`src/rtl/cnna_mul_pipe_if.sv`:
```
// Valid/ready stream bundle for cnna_mul_pipe: operand pair in, result plus overflow flag out.
// master = the surrounding datapath, slave = the multiplier pipe.
interface cnna_mul_pipe_if #(
    parameter int DIN0_WIDTH = 5,
    parameter int DIN1_WIDTH = 15,
    parameter int DOUT_WIDTH = 16
);
    logic                  in_valid;
    logic                  in_ready;
    logic [DIN0_WIDTH-1:0] din0;
    logic [DIN1_WIDTH-1:0] din1;
    logic                  out_valid;
    logic                  out_ready;
    logic [DOUT_WIDTH-1:0] dout;
    logic                  ovf;

    modport master (
        output in_valid, din0, din1, out_ready,
        input  in_ready, out_valid, dout, ovf
    );

    modport slave (
        input  in_valid, din0, din1, out_ready,
        output in_ready, out_valid, dout, ovf
    );
endinterface

```
`src/rtl/cnna_mul_pipe.sv`:
```
// Parametrised pipelined multiplier with rounding shift, saturate/wrap and overflow flag.
// Elastic pipe: every stage has its own valid bit, so bubbles collapse under back-pressure.
module cnna_mul_pipe #(
    parameter int DIN0_WIDTH = 5,
    parameter int DIN1_WIDTH = 15,
    parameter int DOUT_WIDTH = 16,
    parameter int NUM_STAGE  = 3,
    parameter int SIGNED0    = 0,
    parameter int SIGNED1    = 0,
    parameter int SHIFT      = 0,
    parameter int SAT        = 0
) (
    input  logic           ap_clk,
    input  logic           ap_rst_n,
    cnna_mul_pipe_if.slave bus
);
    // One spare bit over the full product so the rounding add can never wrap.
    localparam int  P          = DIN0_WIDTH + DIN1_WIDTH + 1;
    localparam int  Q          = P + 1;
    localparam bit  OUT_SIGNED = (SIGNED0 != 0) || (SIGNED1 != 0);
    localparam int  RND_POS    = (SHIFT > 0) ? SHIFT - 1 : 0;

    localparam logic signed [Q-1:0] RND   = (SHIFT > 0) ? Q'(1) << RND_POS : Q'(0);
    localparam logic signed [Q-1:0] MAX_V = OUT_SIGNED ? (Q'(1) << (DOUT_WIDTH - 1)) - Q'(1)
                                                       : (Q'(1) << DOUT_WIDTH) - Q'(1);
    localparam logic signed [Q-1:0] MIN_V = OUT_SIGNED ? -(Q'(1) << (DOUT_WIDTH - 1)) : Q'(0);

    typedef struct packed {
        logic                  ovf;
        logic [DOUT_WIDTH-1:0] dout;
    } res_t;

    logic signed [Q-1:0]  op0, op1, prod, shifted;
    res_t                 res_in;
    res_t                 last_in;
    logic                 last_v_in;
    res_t                 out_q;
    logic [NUM_STAGE-1:0] v_q;
    logic [NUM_STAGE-1:0] adv;

    // Arithmetic is done in front of S1; synthesis register balancing may retime it into the pipe.
    assign op0     = (SIGNED0 != 0) ? Q'($signed(bus.din0)) : Q'($unsigned(bus.din0));
    assign op1     = (SIGNED1 != 0) ? Q'($signed(bus.din1)) : Q'($unsigned(bus.din1));
    assign prod    = op0 * op1;
    assign shifted = (prod + RND) >>> SHIFT;

    always_comb begin
        // NOTE: every combinational output gets a default first, so no path can infer a latch.
        res_in.ovf  = 1'b0;
        res_in.dout = shifted[DOUT_WIDTH-1:0];
        if (shifted > MAX_V) begin
            res_in.ovf = 1'b1;
            if (SAT != 0) res_in.dout = MAX_V[DOUT_WIDTH-1:0];
        end else if (shifted < MIN_V) begin
            res_in.ovf = 1'b1;
            if (SAT != 0) res_in.dout = MIN_V[DOUT_WIDTH-1:0];
        end
    end

    // A stage may load when it is empty or its content moves on this cycle.
    always_comb begin
        logic chain;
        adv   = '0;
        chain = bus.out_ready;
        for (int k = NUM_STAGE - 1; k >= 0; k--) begin
            chain  = !v_q[k] || chain;
            adv[k] = chain;
        end
    end

    assign bus.in_ready = adv[0];

    generate
        if (NUM_STAGE > 1) begin : g_mid
            res_t mid_q [NUM_STAGE-1];

            // NOTE: intermediate data registers carry no reset; the valid bits alone qualify them.
            always_ff @(posedge ap_clk) begin
                if (adv[0]) mid_q[0] <= res_in;
                for (int k = 1; k < NUM_STAGE - 1; k++) begin
                    if (adv[k]) mid_q[k] <= mid_q[k-1];
                end
            end

            assign last_in   = mid_q[NUM_STAGE-2];
            assign last_v_in = v_q[NUM_STAGE-2];
        end else begin : g_direct
            assign last_in   = res_in;
            assign last_v_in = bus.in_valid;
        end
    endgenerate

    // The output register only loads real items, so dout/ovf keep their last value while idle.
    always_ff @(posedge ap_clk or negedge ap_rst_n) begin
        if (!ap_rst_n) begin
            // NOTE: sequential state uses non-blocking assignments so every flop samples pre-edge values.
            v_q   <= '0;
            out_q <= '0;
        end else begin
            if (adv[0]) v_q[0] <= bus.in_valid;
            for (int k = 1; k < NUM_STAGE; k++) begin
                if (adv[k]) v_q[k] <= v_q[k-1];
            end
            if (adv[NUM_STAGE-1] && last_v_in) out_q <= last_in;
        end
    end

    assign bus.out_valid = v_q[NUM_STAGE-1];
    assign bus.dout      = out_q.dout;
    assign bus.ovf       = out_q.ovf;
endmodule

```
`src/flat_wrapper.sv`:
```
// flat-port wrapper written by rule: the top's interface ports become plain ports
module cnna_mul_pipe_flat 
#(
    parameter int DIN0_WIDTH = 5,
    parameter int DIN1_WIDTH = 15,
    parameter int DOUT_WIDTH = 16,
    parameter int NUM_STAGE  = 3,
    parameter int SIGNED0    = 0,
    parameter int SIGNED1    = 0,
    parameter int SHIFT      = 0,
    parameter int SAT        = 0
)
  (ap_clk, ap_rst_n, bus_in_valid, bus_din0, bus_din1, bus_out_ready, bus_in_ready, bus_out_valid, bus_dout, bus_ovf);
  cnna_mul_pipe_if #(.DIN0_WIDTH(DIN0_WIDTH), .DIN1_WIDTH(DIN1_WIDTH), .DOUT_WIDTH(DOUT_WIDTH)) bus_i ();
  input  logic ap_clk;
  input  logic ap_rst_n;
  input wire logic [$bits(bus_i.in_valid)-1:0] bus_in_valid;
  input wire logic [$bits(bus_i.din0)-1:0] bus_din0;
  input wire logic [$bits(bus_i.din1)-1:0] bus_din1;
  input wire logic [$bits(bus_i.out_ready)-1:0] bus_out_ready;
  output wire logic [$bits(bus_i.in_ready)-1:0] bus_in_ready;
  output wire logic [$bits(bus_i.out_valid)-1:0] bus_out_valid;
  output wire logic [$bits(bus_i.dout)-1:0] bus_dout;
  output wire logic [$bits(bus_i.ovf)-1:0] bus_ovf;
  assign bus_i.in_valid = bus_in_valid;
  assign bus_i.din0 = bus_din0;
  assign bus_i.din1 = bus_din1;
  assign bus_i.out_ready = bus_out_ready;
  assign bus_in_ready = bus_i.in_ready;
  assign bus_out_valid = bus_i.out_valid;
  assign bus_dout = bus_i.dout;
  assign bus_ovf = bus_i.ovf;
  cnna_mul_pipe #(.DIN0_WIDTH(DIN0_WIDTH), .DIN1_WIDTH(DIN1_WIDTH), .DOUT_WIDTH(DOUT_WIDTH), .NUM_STAGE(NUM_STAGE), .SIGNED0(SIGNED0), .SIGNED1(SIGNED1), .SHIFT(SHIFT), .SAT(SAT)) u_core (.ap_clk(ap_clk), .ap_rst_n(ap_rst_n), .bus(bus_i));
endmodule
```
`config.mk`:
```
export PLATFORM = sky130hd
export DESIGN_NAME = cnna_mul_pipe_flat
export DESIGN_NICKNAME = d
export VERILOG_FILES = /design/src/rtl/cnna_mul_pipe_if.sv /design/src/rtl/cnna_mul_pipe.sv /design/src/flat_wrapper.sv
export SDC_FILE = /design/constraint.sdc
export NUM_CORES = 1
export LEC_CHECK = 0
export ABC_CLOCK_PERIOD_IN_PS = 2500
export BUFFER_PORTS_ARGS = -buffer_cell sky130_fd_sc_hd__buf_4
export CORE_MARGIN = 5
export CORE_UTILIZATION = 29
export CTS_CLUSTER_SIZE = 12
export DETAILED_ROUTE_END_ITERATION = 7
export GPL_ROUTABILITY_DRIVEN = 0
export SETUP_SLACK_MARGIN = 0.1
export SLEW_MARGIN = 20
export SYNTH_ARGS = -nofsm -noshare
export SYNTH_HDL_FRONTEND = slang
export SYNTH_SLANG_ARGS = --single-unit
```
`constraint.sdc`:
```
create_clock -name ap_clk -period 2.5 [get_ports ap_clk]
set_input_delay 0.125 -clock ap_clk [delete_from_list [all_inputs] [get_ports ap_clk]]
set_output_delay 0.125 -clock ap_clk [all_outputs]
set_load 0.03 [all_outputs]
```
# Word level (Yosys, flattened, before mapping)

Memories as Yosys holds them, arrays and structs flattened. A register that Yosys moved wholly into a read port is not among the register bits.
Index checks and enable logic that the tools add are counted.

Mux-type cells: 6
$add $sub $neg: 0
Shift-type cells: 0
$mul: 1
Reductions and logical operators: 8
Divide/modulo/power cells: 0
Equality and inequality tests: 0
Bitwise operators: 0
$lt $le $gt $ge: 2

Operator list:

| cell                                                  | count |
|---|---|
| > comparator 22 x 17 -> 1 bit (second input constant) | 1 |
| < comparator 22 x 1 -> 1 bit (second input constant)  | 1 |
| multiplier 5 x 15 -> 20 bit                           | 1 |
| two-way mux 1 bit                                     | 6 |
| logical NOT 1 bit                                     | 4 |
| logical OR 1 bit                                      | 3 |
| logical AND 1 bit                                     | 1 |

Word-level logic and storage cells: 21
Register bits: 3
RAM bits: 34
Memories: 1
ROM bits: 0
Input port bits: 24
Latch bits: 0

Memory list:

| memory             | depth | width | read ports | clocked after memory_dff | wr ports | RTL line            | RTL |
|---|---|---|---|---|---|---|---|
| u_core.g_mid.mid_q | 2     | 17    | 2          | 1                        | 2        | cnna_mul_pipe.sv:75 | `res_t mid_q [NUM_STAGE-1];` |

# Logic depth before layout (Yosys ltp)

Depth in word-level cells: 6
Depth in mapped cells: 15
Mapped depth without buffers: 14

# Least setup slack after synthesis

OpenSTA, ideal clock, no wires.

Kind: input to register
Start: input port bus_din0[3]
End: memory u_core.g_mid.mid_q[0][16] (netlist bit), data pin
Setup time: 266 ps
Setup slack: -1,258 ps
Data arrival time: 3,491 ps
Required time: 2,234 ps
Stages: 14
Buffers on the path: 1
Path through: clkbuf_1 and2_1 fa_1 fa_1 inv_1 fa_1 inv_1 ha_1 o211ai_1 o211ai_2 a2111oi_2 and4b_1 nor4_2 nand4_1

RTL lines:

| item        | RTL line            | RTL |
|---|---|---|
| from (decl) | flat_wrapper.sv:18  | `input wire logic [$bits(bus_i.din0)-1:0] bus_din0;` |
| to (decl)   | cnna_mul_pipe.sv:75 |  |

==> impl_metrics.json <==
{
  "outcome": "finished, violations left",
  "violations": "negative setup slack",
  "holdCritPathClass": "primary input to register",
  "synth.area.top_cells": "edfxtp_1, fa_1, dfrtp_1",
  "arrival_ns": 3.35,
  "numCtsBuffers": 5,
  "clk_pin_slew_ns": 0.06,
  "wl_per_cell_um": 12.5,
  "die_y_um": 130,
  "setup_viol": 11,
  "placed_cell_area_um2": 5310,
  "area_growth_pct": 40.8,
  "p_leak_nw": 2.64,
  "clock_latency_ns": 0.28,
  "die-area_um2": 16900,
  "avgSynthCellArea_um2": 11.2,
  "grt_pass1_vias": 3290,
  "worstPathMaxFanout": 5,
  "synth_common_cells": "and2_1, inv_1, fa_1",
  "grt_max_degree": 21,
  "cts_buffer_depth": 2,
  "cts-root-buf": "clkbuf_16",
  "post-route-min-period_ns": 3.33,
  "num-nets-final": 581,
  "power_w": 0.00505,
  "yosys_warnings": 0,
  "core-area_um2": 14000,
  "port_buffers": 42,
  "setup_tns_ns": -5.41,
  "routed_wl_um": 8380,
  "syn_inst": 374,
  "cts_tree": "done",
  "n_antenna_cell": 0,
  "clock_skew_ns": 0.00534,
  "synthArstFlopShare": 0.370,
  "dpl.hpwl_um": 6760,
  "ys_seq_elements": 54,
  "synth_edf_count": 34,
  "rsz0062_at_grt": "yes",
  "ant_nets": 0,
  "critPathLaunchType": "primary input",
  "fin_ws_ns": -0.829,
  "die_w_um": 130,
  "synth_ff_type": "edfxtp_1",
  "synthDistinctLibCells": 45,
  "drive_gt1_frac": 0.420,
  "grt_pass1_wl_um": 15100,
  "crit_type": "primary input to register",
  "fmax_mhz": 300,
  "synth_seq_area_share": 0.365,
  "rows": 43,
  "io_pins": 43,
  "power_density_nw_per_um2": 860,
  "multi_input_area_um2": 2780,
  "syn_area_um2": 4170,
  "synth.top_cell.area_share": 0.245,
  "critPathRequiredTime_ns": 2.52,
  "grt_antenna_before_repair": 0,
  "preCtsSetupSlack_ns": -1.29,
  "maxCapViolCount": 0,
  "clkSinkCount": 54,
  "synth_fp_nets": 465,
  "drcViolationCount": 0,
  "final-max-slew-violation-count": 0,
  "synth_area_leader_cell": "edfxtp_1",
  "regArea_um2": 1520,
  "first_pass_iters": 4,
  "final.period_utilization": 1.33,
  "yosysMostFrequentCell": "and2_1",
  "fillers": 1318,
  "vdd_drop_max_mv": 0.361,
  "htreeDepth": 2,
  "worst_pin_slew_ns": 0.851,
  "fin_area_um2": 5870,
  "final_core_util": 0.420,
  "end_kind": "register",
  "viasPerCell": 4.45,
  "overflow": 0,
  "gr-usage-all-layers": 0.106,
  "max_slew_margin": 0.431,
  "vias": 2989,
  "hold_viol_final": 0,
  "start_util": 0.298,
  "initialDrtViolationCount": 53
}
## state kept, by name, indices dropped and copies added, names as in the netlist
signal	count
u_core.bus.dout	16
u_core.v_q	3
u_core.g_mid.mid_q	34
u_core.bus.ovf	1
## placed cells by master, fill, tap and decap left out, types with 2 or more instances in the layout
| cell type | n |
|---|---|
| a211oi_4 | 2 |
| a21o_1 | 4 |
| a21oi_1 | 9 |
| a21oi_2 | 6 |
| a21oi_4 | 4 |
| and2_1 | 41 |
| and2_4 | 13 |
| and4_1 | 2 |
| buf_12 | 3 |
| buf_4 | 96 |
| buf_6 | 13 |
| clkbuf_1 | 2 |
| clkbuf_16 | 6 |
| dfrtp_1 | 20 |
| edfxtp_1 | 34 |
| fa_1 | 36 |
| fa_2 | 3 |
| ha_1 | 17 |
| ha_4 | 11 |
| inv_1 | 40 |
| inv_2 | 9 |
| mux2_2 | 17 |
| nand2_1 | 25 |
| nand2_2 | 3 |
| nand2_4 | 2 |
| nand2b_1 | 7 |
| nand3_1 | 2 |
| nand4_1 | 4 |
| nor2_1 | 7 |
| o21a_1 | 2 |
| o21ai_0 | 5 |
| o21ai_2 | 7 |
| xnor2_1 | 6 |
| xor2_1 | 5 |
## through the flow
step	hold WS [ns]	cells
after floorplan	-0.171	374
after global placement	0.00969	652
after detailed placement	0.0148	652
after CTS	0.0328	671
after global routing	0.0421	671
final	0.0363	671
## power by group
group / total (W) / switching, W / internal [W] / leakage, nW
clock: 0.000741 / 0.000268 / 0.000473 / 0.0781
sequential: 0.00153 / 0.000116 / 0.00141 / 0.576
combinational: 0.00278 / 0.00139 / 0.00139 / 1.98
## final timing paths
check	start	endpoint	slack, ns	cells past startpoint
max in group asynchronous	ap_rst_n	u_core.bus.dout[9]	2.04	2
hold reg to reg	u_core.g_mid.mid_q[0][11]	u_core.g_mid.mid_q[1][11]	0.42	0
hold / removal	bus_in_valid	u_core.v_q[0]	0.04	2
setup reg to reg	u_core.v_q[2]	u_core.bus.dout[1]	0.99	3
min in group asynchronous	ap_rst_n	u_core.bus.dout[1]	0.25	2
setup / recovery	bus_din1[11]	u_core.g_mid.mid_q[0][16]	-0.83	14
## kinds of logic (layout without fill, tap and decap cells)
| logic type | after synthesis | count (layout) | share of synthesized area |
|---|---|---|---|
| flops | 54 | 54 | 0.365 |
| fa+ha+maj | 67 | 67 | 0.271 |
| compound gates | 52 | 52 | 0.0858 |
| xor+xnor | 12 | 12 | 0.0252 |
| simple gates | 115 | 115 | 0.154 |
| buf+inv | 56 | 173 | 0.0510 |
| mux | 18 | 18 | 0.0483 |
## critical path, stage by stage
cell and delay [ns]:
buf_4 0.13, and2_4 0.16, fa_1 0.50, fa_1 0.51, inv_1 0.05, fa_1 0.49, inv_2 0.05, ha_4 0.26
a21oi_4 0.15, o21ai_2 0.11, a2111oi_2 0.36, and4b_1 0.24, nor4_2 0.13, nand4_1 0.10
## layout make-up
cell class,instances,share of cell area
clock buffer,7,0.0226
clock inverter,1,0.00511
inverter,49,0.0313
multi-input combinational,264,0.473
sequential,54,0.259
tap,180,0.0383
timing repair buffer,116,0.171
## per-layer routing
layer  GRT usage  up-vias  share of wire
li1            -     1487              -
met1       0.135     1438           0.44
met2       0.189       49           0.51
met3      0.0135       15          0.035
met4      0.0324        0          0.021
met5           0        -              0
## what timing repair did
item | in CTS | in global routing
hold buffers | 1 | 0
cloned | 1 | 1
endpoints found under the setup margin | 13 | 13
endpoints found under the hold margin | 20 | 0
setup buffers | 11 | 0
pin swaps | 44 | 16
gates resized for setup | 63 | 12
(Power assumes the default switching activity.)
